$ cat src/rtl/ro_meas_pkg.sv
// Shared types and default sizing for the ring-oscillator frequency counter.
package ro_meas_pkg;

    localparam int unsigned CNT_W_DEF         = 16;
    localparam int unsigned GATE_W_DEF        = 16;
    localparam int unsigned SETTLE_CYCLES_DEF = 4;

    typedef enum logic [1:0] {
        ST_IDLE   = 2'd0,
        ST_WARMUP = 2'd1,
        ST_GATE   = 2'd2,
        ST_DONE   = 2'd3
    } meas_state_e;

endpackage

$ cat src/rtl/ro_sync.sv
// Multi-flop synchronizer for a single asynchronous bit.
module ro_sync #(
    parameter int unsigned DEPTH = 2
) (
    input  logic clk,
    input  logic rst_n,
    input  logic d,
    output logic q
);

    logic [DEPTH-1:0] stages;

    always_ff @(posedge clk or negedge rst_n) begin
        if (!rst_n) begin
            stages <= '0;
        end else begin
            stages <= {stages[DEPTH-2:0], d};
        end
    end

    assign q = stages[DEPTH-1];

endmodule

$ cat src/rtl/ro_freq_counter.sv
// Gated edge counter for a ring oscillator: warm-up, fixed-length gate window,
// saturating count with overflow flag, one-cycle done pulse.
module ro_freq_counter
    import ro_meas_pkg::*;
#(
    parameter int unsigned CNT_W         = CNT_W_DEF,
    parameter int unsigned GATE_W        = GATE_W_DEF,
    parameter int unsigned SETTLE_CYCLES = SETTLE_CYCLES_DEF
) (
    input  logic              clk,
    input  logic              rst_n,
    input  logic              start,
    input  logic              abort,
    input  logic [GATE_W-1:0] gate_cycles,
    input  logic              ro_in,
    output logic              ro_en,
    output logic              busy,
    output logic              done,
    output logic [CNT_W-1:0]  count,
    output logic              overflow
);

    // One down-counter serves both the warm-up and the gate phases.
    localparam int unsigned   TMR_W   = (GATE_W > 8) ? GATE_W : 8;
    localparam logic [CNT_W-1:0] CNT_MAX = {CNT_W{1'b1}};

    meas_state_e       state, state_nx;
    logic [TMR_W-1:0]  timer, timer_nx;
    logic [GATE_W-1:0] gate_len, gate_len_nx;
    logic [CNT_W-1:0]  work_cnt, work_cnt_nx, count_nx;
    logic              work_ovf, work_ovf_nx, overflow_nx;
    logic              ro_en_nx, busy_nx, done_nx;
    logic              ro_s2, ro_s3, ro_rise;

    ro_sync #(.DEPTH(2)) u_sync (
        .clk   (clk),
        .rst_n (rst_n),
        .d     (ro_in),
        .q     (ro_s2)
    );

    assign ro_rise = ro_s2 & ~ro_s3;

    // State, datapath and output registers.
    always_ff @(posedge clk or negedge rst_n) begin
        if (!rst_n) begin
            state    <= ST_IDLE;
            timer    <= '0;
            gate_len <= '0;
            work_cnt <= '0;
            work_ovf <= 1'b0;
            ro_s3    <= 1'b0;
            ro_en    <= 1'b0;
            busy     <= 1'b0;
            done     <= 1'b0;
            count    <= '0;
            overflow <= 1'b0;
        end else begin
            state    <= state_nx;
            timer    <= timer_nx;
            gate_len <= gate_len_nx;
            work_cnt <= work_cnt_nx;
            work_ovf <= work_ovf_nx;
            ro_s3    <= ro_s2;
            ro_en    <= ro_en_nx;
            busy     <= busy_nx;
            done     <= done_nx;
            count    <= count_nx;
            overflow <= overflow_nx;
        end
    end

    // Next-state and next-output logic.
    always_comb begin
        state_nx    = state;
        timer_nx    = timer;
        gate_len_nx = gate_len;
        work_cnt_nx = work_cnt;
        work_ovf_nx = work_ovf;
        count_nx    = count;
        overflow_nx = overflow;
        done_nx     = 1'b0;

        case (state)
            ST_IDLE: begin
                if (start && !abort) begin
                    state_nx    = ST_WARMUP;
                    gate_len_nx = gate_cycles;
                    timer_nx    = TMR_W'(SETTLE_CYCLES - 1);
                    work_cnt_nx = '0;
                    work_ovf_nx = 1'b0;
                end
            end
            ST_WARMUP: begin
                if (abort) begin
                    state_nx = ST_IDLE;
                end else if (timer == '0) begin
                    if (gate_len == '0) begin
                        state_nx = ST_DONE;
                    end else begin
                        state_nx = ST_GATE;
                        timer_nx = TMR_W'(gate_len) - TMR_W'(1);
                    end
                end else begin
                    timer_nx = timer - TMR_W'(1);
                end
            end
            ST_GATE: begin
                if (abort) begin
                    state_nx = ST_IDLE;
                end else begin
                    if (ro_rise) begin
                        if (work_cnt == CNT_MAX) begin
                            work_ovf_nx = 1'b1;
                        end else begin
                            work_cnt_nx = work_cnt + CNT_W'(1);
                        end
                    end
                    if (timer == '0) begin
                        state_nx = ST_DONE;
                    end else begin
                        timer_nx = timer - TMR_W'(1);
                    end
                end
            end
            ST_DONE: begin
                // Result registers load as DONE is left, so done and count appear together.
                state_nx    = ST_IDLE;
                done_nx     = 1'b1;
                count_nx    = work_cnt;
                overflow_nx = work_ovf;
            end
            default: begin
                state_nx = ST_IDLE;
            end
        endcase

        ro_en_nx = (state_nx == ST_WARMUP) || (state_nx == ST_GATE);
        busy_nx  = (state_nx != ST_IDLE);
    end

endmodule

$ cat config.mk
export PLATFORM = sky130hd
export DESIGN_NAME = ro_freq_counter
export DESIGN_NICKNAME = d
export VERILOG_FILES = /design/src/rtl/ro_meas_pkg.sv /design/src/rtl/ro_sync.sv /design/src/rtl/ro_freq_counter.sv
export SDC_FILE = /design/constraint.sdc
export NUM_CORES = 1
export LEC_CHECK = 0
export CELL_PAD_IN_SITES_DETAIL_PLACEMENT = 0
export CELL_PAD_IN_SITES_GLOBAL_PLACEMENT = 1
export CORE_ASPECT_RATIO = 1.4
export CORE_MARGIN = 5
export CORE_UTILIZATION = 47
export CTS_BUF_LIST = sky130_fd_sc_hd__clkbuf_8
export DETAILED_ROUTE_END_ITERATION = 10
export PLACE_DENSITY = 0.92
export SYNTH_ARGS = -nofsm -noshare
export SYNTH_HDL_FRONTEND = slang
export SYNTH_SLANG_ARGS = --single-unit
$ cat constraint.sdc
create_clock -name clk -period 2.8 [get_ports clk]
set_input_delay 0.42 -clock clk [delete_from_list [all_inputs] [get_ports clk]]
set_output_delay 0.42 -clock clk [all_outputs]
set_load 0.02 [all_outputs]
==> summary.md, run 1 <==
| Metric | Value |
|---|---|
| Timing-limited maximum frequency | `~380 MHz` |
| Register-to-register setup slack | `a little under 0.2 ns` |
| Final weighted congestion of routability-driven global placement | `about 0.9` |
| Avg Vias per Cell | `6.03` |
| Wire length per cell | `~18 um` |
| Number of synthesized flops with an enable pin | `0` |
| Arrival time reported for the critical path endpoint | `between 2 and 3 ns` |
| Sort of element at the end of the critical path | `flop` |
| Number of hold buffers added after CTS | `0` |
| Clock latency on the worst-skew pair | `0.35 ns` |
| Post-Syn Area per Cell | `about 11 um^2` |
| Worst setup startpoint | `state[1]$_DFF_PN0_` |
| Slew Viols, Final | `0` |
| Antenna fix cells | `0` |
| Worst-case vdd ir drop | `approximately 410 uV` |
| Power density over the cells | `850 nW/um^2` |
| Sequential cell area fraction in the yosys report | `between 40% and 50%` |
| Top-area cell type share of the netlist area | `46.1%` |
| Synthesis-to-layout area growth | `18.8%` |
| ANT nets after route | `0` |
| Net switching power of the design | `roughly 1.6 mW` |
| Initial drt markers | `~130` |
| Skew final | `roughly 0.0083 ns` |
| Worst Reg-to-Reg Cells | `8` |
| Number of buffer cells added on primary ports | `40` |
| Buffers from clock root to sink, at most | `2` |
| Via count of the first global-routing pass | `about 3200` |
| Cell count after synthesis | `370` |
| Initial core utilization | `between 40% and 50%` |
| Endpoint of the most critical register-to-register path | `ro_en$_DFF_PN0_` |
| Actual transition at the worst max-transition pin | `0.919 ns` |
| Post-synthesis register bit count | `between 70 and 80` |
| TritonCTS Buffers | `9` |
| Leak pwr | `2.01 nW` |
| Critical path data required time | `between 3 and 4 ns` |
| Part of the power in the clock network | `between 10% and 20%` |
| Core box area | `between 8000 and 9000 um^2` |
| Post-synthesis cell type with the largest combined area | `sky130_fd_sc_hd__dfrtp_1` |
| Non-filler instance count after layout | `roughly 530` |
| Post-synthesis cell area | `approximately 4000 um^2` |
| Combinational share of power | `between 40% and 50%` |
| Number of setup buffers added after CTS | `0` |
| Root buffer selected by CTS | `sky130_fd_sc_hd__clkbuf_8` |
| Yosys warning total | `0` |
| Global route total overflow | `0` |
| Critical path peak fanout | `6` |
| DIE WIDTH | `88.1 um` |
| Hold WC Path Type | `input pin to asynchronous set/reset pin` |
| Number of instances in the placed design | `517` |
| I/O pin count | `41` |
| Floorplan die area | `around 11000 um^2` |
| Largest net degree at the start of global routing | `75` |
| Routed WL | `9510 um` |
| CP Launch Type | `flop` |
| Async set-or-reset flop fraction in the synthesized netlist | `100%` |
| Total number of vias | `about 3200` |
| WS Path Type | `flop to flop` |
| Flip-flop cell with the highest count after synthesis | `sky130_fd_sc_hd__dfrtp_1` |
| Residual DRC count | `0` |
| Leading cell types by total area after synthesis | `sky130_fd_sc_hd__dfrtp_1 46%, sky130_fd_sc_hd__mux2_2 9.8%, sky130_fd_sc_hd__ha_1 3.7%` |
| Number of gates resized after cts | `0` |
| Switching part of the total power | `about two fifths` |
| Final count of negative-setup-slack endpoints | `0` |
| Die extent in y | `119 um` |
| Power share of the sequential group | `38.7%` |
| Detailed-placement wirelength estimate | `6990 um` |
| CTS sink cnt | `between 70 and 80` |
| First drt pass iteration count | `4` |
| Minimum clock period after layout | `around 2.6 ns` |
| Final critical-path share of the clock period | `92.9%` |
| Status | `completed` |
| Max-cap violation count | `0` |
| Worst-path clk slew | `~0.07 ns` |
| Relative max-transition margin | `38.8%` |
| Net count of the mapped netlist | `between 400 and 500` |
| Share of post-route cells with drive strength above 1 | `18.0%` |
| Post-route worst hold slack | `0.182 ns` |
| Critical path capture point | `ro_en$_DFF_PN0_` |
| Total routing usage reported by global routing | `approximately a fifth` |
| Count of H-tree levels built during CTS | `3` |
| Final-stage net count | `approximately 460` |
| Total Neg Setup Slack | `0 ns` |
| Cell Rows | `40` |
| RSZ-0062 raised after global routing | `false` |
| Cell-internal power | `2.46 mW` |
| Wire length of the first global-routing pass | `approximately 16000 um` |
| Clock tree from TritonCTS | `built` |
| Worst reg2reg path startpoint | `state[1]$_DFF_PN0_` |
| Initial antenna violation count | `0` |
| Final number of hold-violating endpoints | `0` |
| Cell variety after synth | `59` |
## power groups by stage
| stage | sequential [mW] | clock (mW) | combinational [mW] |
|---|---|---|---|
| 6_report | 1.57 | 0.737 | 1.75 |
| 2_1_floorplan | 1.55 | 0 | 1.20 |
| 3_3_place_gp | 1.57 | 0 | 1.70 |
| 4_1_cts | 1.57 | 0.761 | 1.74 |
| 5_1_grt | 1.60 | 0.810 | 1.91 |
| 3_5_place_dp | 1.59 | 0 | 1.74 |
## cell usage after synthesis (2+ instances only)
master                      number
sky130_fd_sc_hd__a21o_1          2
sky130_fd_sc_hd__a21oi_1        14
sky130_fd_sc_hd__a22o_1         13
sky130_fd_sc_hd__a311oi_1        2
sky130_fd_sc_hd__and2_1          2
sky130_fd_sc_hd__and3_1          4
sky130_fd_sc_hd__and4_1          5
sky130_fd_sc_hd__buf_1           2
sky130_fd_sc_hd__buf_2           4
sky130_fd_sc_hd__clkbuf_1        7
sky130_fd_sc_hd__dfrtp_1        74
sky130_fd_sc_hd__ha_1           12
sky130_fd_sc_hd__inv_1          13
sky130_fd_sc_hd__mux2_2         35
sky130_fd_sc_hd__nand2_1        19
sky130_fd_sc_hd__nand2b_1        4
sky130_fd_sc_hd__nand3_1         9
sky130_fd_sc_hd__nand3b_1        3
sky130_fd_sc_hd__nand4_1        13
sky130_fd_sc_hd__nor2_1         18
sky130_fd_sc_hd__nor2b_1         2
sky130_fd_sc_hd__nor3_1          8
sky130_fd_sc_hd__nor3b_1         2
sky130_fd_sc_hd__nor4_1          8
sky130_fd_sc_hd__o2111ai_1       2
sky130_fd_sc_hd__o21ai_0         7
sky130_fd_sc_hd__o21ai_2         2
sky130_fd_sc_hd__o221ai_1       13
sky130_fd_sc_hd__o22ai_1         8
sky130_fd_sc_hd__o31a_1          2
sky130_fd_sc_hd__o31ai_1         2
sky130_fd_sc_hd__o32ai_1         6
sky130_fd_sc_hd__or2_2           2
sky130_fd_sc_hd__or3_1           3
sky130_fd_sc_hd__or4_1           4
sky130_fd_sc_hd__xnor2_1         8
sky130_fd_sc_hd__xor2_1         14
## routing by layer
| layer | wire (um) | vias to the layer above | track usage (%) |
|---|---|---|---|
| li1 | - | 1524 | - |
| met1 | 3760 | 1581 | 22.4 |
| met2 | 5110 | 75 | 32.0 |
| met3 | 352 | 29 | 5.67 |
| met4 | 288 | 0 | 8.41 |
| met5 | 0 | - | 0 |
## through the flow
step	setup slack, ns	util, %	power, mW	area (um^2)
floorplan	0.428	-	2.75	4020
global placement	0.267	54.4	3.27	4600
detailed placement	0.194	54.4	3.32	4600
CTS	0.196	56.4	4.07	4770
global route	0.129	56.4	4.32	4770
finish	0.199	56.4	4.06	4770
## sequential cells by signal (all words and copies together) (netlist names), 2 cells and up
name and flops:
state 2, u_sync.stages 2, count 16, timer 16, work_cnt 16, gate_len 16
## layout by cell type, fill, tap and decap left out, drive strengths merged, types with 11 or more instances in the layout
cell,Yosys,routed
nand2,20,20
clkbuf,7,11
clkdlybuf4s50,0,39
a21oi,14,14
nand4,13,13
xor2,14,14
buf,7,17
o221ai,13,13
a22o,13,13
inv,13,14
dfrtp,74,74
ha,12,12
mux2,35,35
nor2,18,18
## cell type report
cell class | instances | area [um^2]
fill | 762 | 3690
sequential | 74 | 1850
multi-input combinational | 269 | 2050
timing repair buffer | 56 | 518
clock inverter | 4 | 18.8
clock buffer | 11 | 151
tap | 105 | 131
inverter | 13 | 48.8
## how the worst min path moves through the flow
stage	cells after the start	to	slack [ns]
finish	1	timer[14]$_DFFE_PN0P_	0.18
global route	1	timer[14]$_DFFE_PN0P_	0.26
CTS	1	timer[14]$_DFFE_PN0P_	0.23
detailed placement	0	u_sync.stages[1]$_DFF_PN0_	0.35
global placement	0	u_sync.stages[1]$_DFF_PN0_	0.34
floorplan	0	busy$_DFF_PN0_	0.12
## kinds of logic (layout without fill, tap and decap cells)
kind of cell / Yosys count / after routing / share of synthesized area, %
AO/OA/AOI/OAI: 85 / 85 / 16.0
XOR/XNOR: 22 / 22 / 4.80
adder cells (fa/ha/maj): 12 / 12 / 3.74
buffers and inverters: 27 / 84 / 2.83
flip-flops: 74 / 74 / 46.1
multiplexers: 36 / 36 / 10.1
AND/OR/NAND/NOR: 114 / 114 / 16.4
## critical path: stages, from the launching register on
cell and delay (ns):
sky130_fd_sc_hd__dfrtp_1 0.46, sky130_fd_sc_hd__inv_1 0.14, sky130_fd_sc_hd__ha_1 0.29, sky130_fd_sc_hd__nor4bb_1 0.36, sky130_fd_sc_hd__and4_1 0.26, sky130_fd_sc_hd__a21oi_1 0.15, sky130_fd_sc_hd__o31a_1 0.29, sky130_fd_sc_hd__o221a_2 0.25
sky130_fd_sc_hd__ha_1 0.29
Power figures use the tool's default switching activity.
==> run 2: changes to the inputs <==
SKIP_LAST_GASP = 1   (was unset)
==> results of run 2 <==
The final DEF is identical to that of run 1; final timing and power are the same.
==> run 3: changes to the inputs <==
PLACE_DENSITY = unset   (was 0.92)
PLACE_DENSITY_LB_ADDON = 0.1   (was unset)
SKIP_CTS_REPAIR_TIMING = 1   (was unset)
==> summary.md, run 3 (synthesized netlist as in run 1, its figures left out) <==
| Metric | Value |
|---|---|
| Total routing usage reported by global routing | `20.3% (+1.1 points)` |
| Relative max-transition margin | `37.5% (-1.2 points)` |
| Placed Instance Area | `4590 um^2 (-0.16%)` |
| Total Neg Setup Slack | `0 ns (unchanged)` |
| Leak pwr | `2.05 nW (+1.7%)` |
| Power density over the cells | `915 nW/um^2 (+7.6%)` |
| Arrival time reported for the critical path endpoint | `2.93 ns (+0.09 ns)` |
| Floorplan die area | `10500 um^2 (unchanged)` |
| Slew Viols, Final | `0 (unchanged)` |
| Cell-internal power | `2.81 mW (+14%)` |
| Most frequent cells in the layout | `74 x sky130_fd_sc_hd__dfrtp_1, 39 x sky130_fd_sc_hd__clkdlybuf4s50_1, 35 x sky130_fd_sc_hd__mux2_2` |
| Synthesis-to-layout area growth | `21.3%` |
| Initial antenna violation count | `0 (unchanged)` |
| Antenna fix cells | `0 (unchanged)` |
| Final-stage net count | `455 (-0.22%)` |
| Power share of the sequential group | `35.2% (-3.5 points)` |
| Non-Filler Cell Area, Final | `4870 um^2 (+2.2%)` |
| Core box area | `8460 um^2 (unchanged)` |
| Wire length per cell | `18.5 um (+3.7%)` |
| Skew final | `0.00872 ns (+0.000402 ns)` |
| Worst Reg-to-Reg Cells | `8 (unchanged)` |
| Critical path peak fanout | `11 (+5)` |
| Critical path data required time | `3.05 ns (about the same)` |
| Initial drt markers | `110 (-15%)` |
| Global route total overflow | `0 (unchanged)` |
| Part of the power in the clock network | `25.5% (+7.3 points)` |
| DIE WIDTH | `88.1 um (unchanged)` |
| TritonCTS Buffers | `9 (unchanged)` |
| Net switching power of the design | `1.66 mW (+3.4%)` |
| Final weighted congestion of routability-driven global placement | `0.882 (-4.7%)` |
| Sort of element at the end of the critical path | `flop` |
| Avg Vias per Cell | `6.05 (+0.34%)` |
| Hold WC Path Type | `input pin to asynchronous set/reset pin` |
| Wire length of the first global-routing pass | `16800 um (+7.5%)` |
| WS Path Type | `flop to flop` |
| Routed WL | `9860 um (+3.7%)` |
| Detailed-placement wirelength estimate | `7070 um (+1.1%)` |
| I/O pin count | `41 (unchanged)` |
| Residual DRC count | `0 (unchanged)` |
| Die extent in y | `119 um (unchanged)` |
| RSZ-0062 raised after global routing | `false` |
| Actual transition at the worst max-transition pin | `0.937 ns (+0.0186 ns)` |
| Clock tree from TritonCTS | `built` |
| Largest net degree at the start of global routing | `75 (unchanged)` |
| Max-cap violation count | `0 (unchanged)` |
| CTS sink cnt | `74 (unchanged)` |
| Minimum clock period after layout | `2.69 ns (+0.0849 ns)` |
| Final number of hold-violating endpoints | `0 (unchanged)` |
| Switching part of the total power | `37.1% (-2.4 points)` |
| Count of H-tree levels built during CTS | `3 (unchanged)` |
| Root buffer selected by CTS | `sky130_fd_sc_hd__clkbuf_8` |
| Final critical-path share of the clock period | `95.9% (+3.0 points)` |
| Via count of the first global-routing pass | `3412 (+5.6%)` |
| Worst-case vdd ir drop | `494 uV (+19%)` |
| ANT nets after route | `0 (unchanged)` |
| Register-to-register setup slack | `0.11 ns (-0.08 ns)` |
| Clock latency on the worst-skew pair | `0.36 ns (about the same)` |
| Cell Rows | `40 (unchanged)` |
| Final count of negative-setup-slack endpoints | `0 (unchanged)` |
| Share of post-route cells with drive strength above 1 | `18.5% (+0.47 points)` |
| Number of fillers in the final layout | `753 (-1.2%)` |
| Worst-path clk slew | `0.09 ns (+0.02 ns)` |
| Combinational share of power | `39.3% (-3.9 points)` |
| Commonest non-fill, non-tap cell in the layout | `sky130_fd_sc_hd__dfrtp_1` |
| Buffers from clock root to sink, at most | `2 (unchanged)` |
| Worst reg2reg path startpoint | `state[1]$_DFF_PN0_` |
| Total number of vias | `3220 (+0.34%)` |
| Number of buffer cells added on primary ports | `40 (unchanged)` |
| Timing-limited maximum frequency | `372 MHz (-3.2%)` |
| Initial core utilization | `47.5% (unchanged)` |
| Status | `completed` |
| First drt pass iteration count | `4 (unchanged)` |
| CP Launch Type | `flop` |
| Endpoint of the most critical register-to-register path | `timer[1]$_DFFE_PN0P_` |
## run 3: cell count changes in the layout (fill, tap and decap cells not counted)
cell / previous run / this run
sky130_fd_sc_hd__buf_4: 17 / 16
sky130_fd_sc_hd__bufinv_16: 0 / 4
sky130_fd_sc_hd__clkbuf_8: 11 / 10
sky130_fd_sc_hd__clkinv_2: 3 / 0
sky130_fd_sc_hd__clkinvlp_4: 0 / 1
sky130_fd_sc_hd__inv_1: 14 / 13
sky130_fd_sc_hd__inv_6: 0 / 1
sky130_fd_sc_hd__nor4bb_1: 1 / 0
sky130_fd_sc_hd__nor4bb_2: 0 / 1
## run 3: critical path: stages, from the launching register on
cell	delay, ns
sky130_fd_sc_hd__dfrtp_1	0.45
sky130_fd_sc_hd__inv_1	0.13
sky130_fd_sc_hd__ha_1	0.29
sky130_fd_sc_hd__nor4bb_2	0.42
sky130_fd_sc_hd__and4_1	0.26
sky130_fd_sc_hd__a21oi_1	0.11
sky130_fd_sc_hd__buf_4	0.19
sky130_fd_sc_hd__o21ai_2	0.34
sky130_fd_sc_hd__mux2_2	0.39
## run 3: power by group through the flow
stage / logic [mW] / clock network (mW) / registers [mW]
6_report: 1.75 / 1.14 / 1.57
5_1_grt: 1.94 / 1.20 / 1.61
4_1_cts: 1.75 / 1.16 / 1.56
3_5_place_dp: 1.74 / 0 / 1.59
3_3_place_gp: 1.74 / 0 / 1.57
2_1_floorplan: 1.20 / 0 / 1.55
## run 3: how the worst max path moves through the flow
stage,start,endpoint,cells past startpoint,slack [ns]
after floorplan,state[1]$_DFF_PN0_,ro_en$_DFF_PN0_,9,0.43
after global placement,state[1]$_DFF_PN0_,timer[0]$_DFFE_PN0P_,8,0.06
after detailed placement,state[1]$_DFF_PN0_,timer[1]$_DFFE_PN0P_,8,0.05
after CTS,state[1]$_DFF_PN0_,timer[1]$_DFFE_PN0P_,8,0.04
after global routing,state[1]$_DFF_PN0_,timer[2]$_DFFE_PN0P_,8,0.02
final,state[1]$_DFF_PN0_,timer[1]$_DFFE_PN0P_,8,0.11
## run 3: area by class of cell
type / instances / area, um^2 / area share (%)
clock inverters: 6 / 136 / 2.80
flip-flops and latches: 74 / 1850 / 38.0
multi-input cells: 269 / 2060 / 42.2
inverters: 13 / 48.8 / 1.00
well taps: 105 / 131 / 2.70
repair buffers: 55 / 510 / 10.5
clock buffers: 10 / 138 / 2.82
## run 3: metal layers
layer | up-vias | GRT usage [%] | routed length [um]
li1 | 1514 | - | -
met1 | 1607 | 24.1 | 4000
met2 | 74 | 34.8 | 5220
met3 | 25 | 3.74 | 326
met4 | 0 | 9.45 | 324
met5 | - | 0 | 0
## run 3: through the flow
step | instances | hold slack (ns) | power [mW] | setup slack [ns] | utilization [%]
after CTS | 532 | 0.239 | 4.48 | 0.0389 | 57.6
after floorplan | 370 | 0.124 | 2.75 | 0.428 | -
after global placement | 516 | 0.351 | 3.31 | 0.0573 | 54.3
after detailed placement | 516 | 0.361 | 3.33 | 0.0470 | 54.3
after global routing | 532 | 0.287 | 4.74 | 0.0158 | 57.6
final | 532 | 0.197 | 4.46 | 0.114 | 57.6
